===== src/rtl/hazard_sched.sv =====
// hazard_sched: pipeline sequencer deciding advance/stall/flush/bubble per
// cycle for the 4-bit-opcode CPU (load-use, multi-cycle MUL, redirects).
// Ports: clk, rst_n (sync, active-low); ID inputs id_valid/id_op/id_rs/
// id_rt/id_rd; ex_br_taken from the EX compare. Outputs pc_we, ifid_we,
// ifid_flush, idex_bubble, ex_hold, redirect_sel, busy, and perf counters
// stall_cycles/flush_count (built only when HAZ_PERF_EN is defined).
module hazard_sched #(
    parameter int MUL_CYCLES = 3,
    parameter int REG_AW     = 4
) (
    input  logic              clk,
    input  logic              rst_n,
    input  logic              id_valid,
    input  logic [3:0]        id_op,
    input  logic [REG_AW-1:0] id_rs,
    input  logic [REG_AW-1:0] id_rt,
    input  logic [REG_AW-1:0] id_rd,
    input  logic              ex_br_taken,
    output logic              pc_we,
    output logic              ifid_we,
    output logic              ifid_flush,
    output logic              idex_bubble,
    output logic              ex_hold,
    output logic [1:0]        redirect_sel,
    output logic              busy,
    output logic [15:0]       stall_cycles,
    output logic [15:0]       flush_count
);

    localparam logic [3:0] OP_ADD  = 4'd0;
    localparam logic [3:0] OP_SUB  = 4'd1;
    localparam logic [3:0] OP_AND  = 4'd2;
    localparam logic [3:0] OP_XOR  = 4'd3;
    localparam logic [3:0] OP_COM  = 4'd4;
    localparam logic [3:0] OP_MUL  = 4'd6;
    localparam logic [3:0] OP_LW   = 4'd7;
    localparam logic [3:0] OP_SW   = 4'd8;
    localparam logic [3:0] OP_BEQ  = 4'd9;
    localparam logic [3:0] OP_JUMP = 4'd10;
    localparam logic [3:0] OP_JAL  = 4'd11;
    localparam logic [3:0] OP_JR   = 4'd12;

    typedef enum logic {S_RUN, S_MUL_BUSY} state_t;

    state_t            state_q, state_d;
    logic [3:0]        mul_cnt_q, mul_cnt_d;
    logic              ex_valid_q, ex_valid_d;
    logic [3:0]        ex_op_q, ex_op_d;
    logic [REG_AW-1:0] ex_rd_q, ex_rd_d;

    logic rs_used, rt_used;
    logic ex_redir, load_use, id_jump;

    always_comb begin
        rs_used = !(id_op == OP_JUMP || id_op == OP_JAL);
        rt_used = (id_op == OP_ADD) || (id_op == OP_SUB) ||
                  (id_op == OP_AND) || (id_op == OP_XOR) ||
                  (id_op == OP_COM) || (id_op == OP_MUL) ||
                  (id_op == OP_BEQ) || (id_op == OP_SW);
        ex_redir = ex_valid_q &&
                   ((ex_op_q == OP_BEQ && ex_br_taken) ||
                    ex_op_q == OP_JR);
        load_use = id_valid && ex_valid_q && ex_op_q == OP_LW &&
                   ex_rd_q != '0 &&
                   ((rs_used && id_rs == ex_rd_q) ||
                    (rt_used && id_rt == ex_rd_q));
        id_jump  = id_valid && (id_op == OP_JUMP || id_op == OP_JAL);
    end

    // Control outputs, highest-priority condition wins.
    always_comb begin
        pc_we        = 1'b1;
        ifid_we      = 1'b1;
        ifid_flush   = 1'b0;
        idex_bubble  = 1'b0;
        ex_hold      = 1'b0;
        redirect_sel = 2'b00;
        busy         = 1'b0;
        if (!rst_n) begin
            pc_we       = 1'b0;
            ifid_we     = 1'b0;
            ifid_flush  = 1'b1;
            idex_bubble = 1'b1;
        end else if (state_q == S_MUL_BUSY) begin
            pc_we   = 1'b0;
            ifid_we = 1'b0;
            ex_hold = 1'b1;
            busy    = 1'b1;
        end else if (ex_redir) begin
            ifid_flush   = 1'b1;
            idex_bubble  = 1'b1;
            redirect_sel = (ex_op_q == OP_JR) ? 2'b11 : 2'b10;
        end else if (load_use) begin
            pc_we       = 1'b0;
            ifid_we     = 1'b0;
            idex_bubble = 1'b1;
        end else if (id_jump) begin
            ifid_flush   = 1'b1;
            redirect_sel = 2'b01;
        end
    end

    always_comb begin
        state_d    = state_q;
        mul_cnt_d  = mul_cnt_q;
        ex_valid_d = ex_valid_q;
        ex_op_d    = ex_op_q;
        ex_rd_d    = ex_rd_q;
        if (state_q == S_MUL_BUSY) begin
            mul_cnt_d = mul_cnt_q - 4'd1;
            if (mul_cnt_q <= 4'd1) begin
                state_d   = S_RUN;
                mul_cnt_d = 4'd0;
            end
        end
        if (!ex_hold) begin
            if (idex_bubble) begin
                ex_valid_d = 1'b0;
            end else begin
                ex_valid_d = id_valid;
                ex_op_d    = id_op;
                ex_rd_d    = id_rd;
                // Issuing edge of a MUL: hold EX for the remaining cycles.
                if (id_valid && id_op == OP_MUL && MUL_CYCLES > 1) begin
                    state_d   = S_MUL_BUSY;
                    mul_cnt_d = 4'(MUL_CYCLES - 1);
                end
            end
        end
    end

    always_ff @(posedge clk) begin
        if (!rst_n) begin
            state_q    <= S_RUN;
            mul_cnt_q  <= 4'd0;
            ex_valid_q <= 1'b0;
            ex_op_q    <= 4'd0;
            ex_rd_q    <= '0;
        end else begin
            state_q    <= state_d;
            mul_cnt_q  <= mul_cnt_d;
            ex_valid_q <= ex_valid_d;
            ex_op_q    <= ex_op_d;
            ex_rd_q    <= ex_rd_d;
        end
    end

`ifdef HAZ_PERF_EN
    logic [15:0] stall_q, flush_q;

    always_ff @(posedge clk) begin
        if (!rst_n) begin
            stall_q <= 16'd0;
            flush_q <= 16'd0;
        end else begin
            if (!pc_we && stall_q != 16'hFFFF) stall_q <= stall_q + 16'd1;
            if (ifid_flush && flush_q != 16'hFFFF) flush_q <= flush_q + 16'd1;
        end
    end

    assign stall_cycles = stall_q;
    assign flush_count  = flush_q;
`else
    assign stall_cycles = 16'd0;
    assign flush_count  = 16'd0;
`endif

endmodule


===== config.mk =====
export PLATFORM = sky130hd
export DESIGN_NAME = hazard_sched
export DESIGN_NICKNAME = d
export VERILOG_FILES = /design/src/rtl/hazard_sched.sv
export SDC_FILE = /design/constraint.sdc
export NUM_CORES = 1
export LEC_CHECK = 0
export CAP_MARGIN = 20
export CORE_ASPECT_RATIO = 1.2
export CORE_UTILIZATION = 39
export DETAILED_ROUTE_END_ITERATION = 12
export PLACE_DENSITY_LB_ADDON = 0.25
export SETUP_SLACK_MARGIN = 0.3
export SYNTH_ARGS = -nofsm -noshare
export SYNTH_HDL_FRONTEND = slang
export SYNTH_SLANG_ARGS = --single-unit

===== constraint.sdc =====
create_clock -name clk -period 2.4 [get_ports clk]
set_clock_uncertainty 0.15 [all_clocks]
set_input_delay 0.48 -clock clk [delete_from_list [all_inputs] [get_ports clk]]
set_output_delay 0.48 -clock clk [all_outputs]
set_load 0.01 [all_outputs]

==> results by group <==
Run status
  • Run status: completed

Synth
  • Most frequent cells after synthesis: buf_4, dfxtp_1, nand2_1
  • Cell taking the most area after synthesis: dfxtp_1
  • Post-Syn Instances: 139
  • Synth area leaders: dfxtp_1, buf_4, xnor2_1
  • Post-synth cell types: 33
  • Seq cells post-synth: 14
  • Number of synthesized flops with an enable pin: 0
  • Sequential fraction of the synthesis area: 25.63%
  • Mapped cell area: 1094 um2
  • Avg Cell Area, Syn: 7.867 um2
  • Syn. warnings: 0
  • Ys flop type: dfxtp_1
  • Top-area cell type share of the netlist area: 25.63%
  • Most common cell in the synthesized netlist: buf_4
  • FFs w/ async S/R, synth: 0%

Drt
  • DR iter-0 viols: 19
  • Wire length per cell: approximately 10 um
  • Final WL: between 2 and 2.5 mm
  • Pre-antenna DRT Iters: 4
  • Via/cell ratio: 4.509
  • Vias: between 900 and 1000
  • DRC viols: 0
  • DRT antenna net count: 0

Worst setup path
  • Critical Path End Type: primary output
  • Startpoint Class: flip-flop
  • Worst EP arrival: ~1.7 ns
  • Crit Path Class: reg2out
  • CP max FO: 4
  • Req. time, crit path: 1.77 ns

Global route
  • Number of global-route vias before repair: 813
  • Largest net degree at the start of global routing: 19
  • Global-route usage over all layers: about 15%
  • Initial antenna violation count: 0
  • Gr ovfl total: 0
  • First-pass GRT wire length: 3.422 mm

STA
  • Tmin final: around 2.4 ns
  • Upper clock frequency limit: 425.2 MHz
  • Unrepaired setup endpoints after global routing: true
  • Final Hold Fails: 0
  • Fin. max-slew vios: 0
  • Part of the cycle the worst path needs: 97.99%
  • Final setup fails: 0
  • Worst hold slack: between 0.3 and 0.4 ns
  • Total negative slack: 0 ns

CTS
  • Clock Path Buffers: 2
  • CTS root buffer: clkbuf_4
  • Clock slew at reported path FFs: 0.08 ns
  • H-tree depth: 1
  • TritonCTS clock tree: built
  • # hold bufs at CTS: 0
  • Sink Count: 14
  • TritonCTS Buffers: 3
  • Worst skew pair latency: 0.27 ns

Floorplan
  • Number of placement rows: 20
  • Die width: 50.34 um
  • Core ar.: between 2000 and 3000 um2
  • Die footprint: 3021 um2
  • Chip Height: 60.01 um
  • Number of I/O pins: 60
  • Starting Density: 42.02%

Final layout
  • Fin nets: 203
  • Share of cells above drive strength 1: 27.93%
  • Final Non-Filler Cells: 212
  • Synthesis-to-layout area growth: 30.55%
  • Final instance area: approximately 1400 um2
  • Ant diodes: 0

Place
  • Post-DP HPWL: 1.807 mm
  • Final Wtd Congestion: 0.7863
  • Port-buffer cells: 27
  • Placed cells: 207
  • Placed instance area: 1390 um2

Power and ir drop
  • Pwr dens: 365.0 nW/um2
  • Total Power: ~0.00052 W
  • Leakage power: 0.6324 nW
  • Maximum VDD drop: 0.3305 mV

Job
  • Max-cap violations: 0

Hold path
  • Hold Crit Class: reg2reg
==> critical path: stages (launching register included) <==
cell      delay, ns
dfxtp_4        0.37
nor4_4         0.30
nor3_2         0.09
and2_4         0.15
or2_4          0.25
a211oi_2       0.13
buf_2          0.15
==> cell type report <==
class	count	area (um2)
tap	33	41.29
sequential	14	287.8
timing repair buffer	44	359.1
inverter	4	15.01
clock buffer	3	22.52
fill	292	1175
multi-input combinational	114	701.9
==> state kept, by name (all words and copies together), names as in the netlist <==
name and flops:
ex_op_q 4, ex_rd_q 4, mul_cnt_q 4, ex_valid_q 1, state_q 1
==> per-stage QoR <==
step                setup slack [ns]  utilization [%]
global placement             -0.7641            53.41
CTS                        -0.002682            54.57
detailed placement           -0.7939            53.41
global route                -0.02524            54.86
floorplan                     0.2435                -
finish                       0.04815            54.86
==> report_power, final <==
group | switching [W] | internal [W] | leakage, nW
clock | 0.0000708 | 0.0000582 | 0.0138
combinational | 0.0000704 | 0.0000665 | 0.502
sequential | 0.0000128 | 0.000242 | 0.117
total | 0.000154 | 0.000367 | 0.632
==> kinds of logic after synthesis <==
| group | count (synthesis) | share of synthesized area (%) |
|---|---|---|
| buffers and inverters | 42 | 26.77 |
| DFF | 14 | 25.63 |
| adders and majority gates | 2 | 2.288 |
| muxes | 2 | 1.831 |
| other | 1 | 0.3429 |
| AOI/OAI and AO/OA | 24 | 15.10 |
| and+or+nand+nor | 46 | 21.63 |
| xor gates and xnor gates | 8 | 6.408 |
==> cell usage in the layout (no fill, tap or decap), drive strengths merged <==
cell type,instances
ha,2
or2,1
dfxtp,14
or4,1
buf,28
clkdlybuf4s50,5
conb,32
nand3b,4
nand2b,2
inv,4
o2111ai,1
mux2i,2
and3,2
clkbuf,4
nor2,5
o22ai,1
dlygate4sd2,3
nand4,2
and2,2
nor3b,1
xnor2,7
a21oi,5
clkdlybuf4s15,7
o22a,1
a32o,1
nand2,13
o31ai,2
o21ai,10
nor3,2
a211oi,3
nor4,2
nand3,9
xor2,1
==> routing by layer <==
layer  track usage (%)  part of all wire, %
met1             17.23                   43
met2             27.05                   51
met3             3.308                  5.5
met4             5.556                 0.95
met5                 0                    0
==> final timing paths <==
path         startpoint  cells past startpoint  slack (ns)               to
max          ex_rd_q[3]                      6        0.05  redirect_sel[0]
min          ex_op_q[0]                      2        0.33       ex_op_q[0]
max reg2reg  ex_rd_q[3]                      7        0.61       ex_valid_q
min reg2reg  ex_op_q[0]                      2        0.33       ex_op_q[0]
==> timing repair <==
| action | 4_1_cts | 5_1_grt |
|---|---|---|
| resized for setup | 74 | 6 |
| pin swaps | 16 | 5 |
| setup endpoints to repair | 8 | 8 |
| setup buffers | 2 | 0 |
| gates cloned | 0 | 0 |
Note: power is estimated with default switching activity, not from simulation.
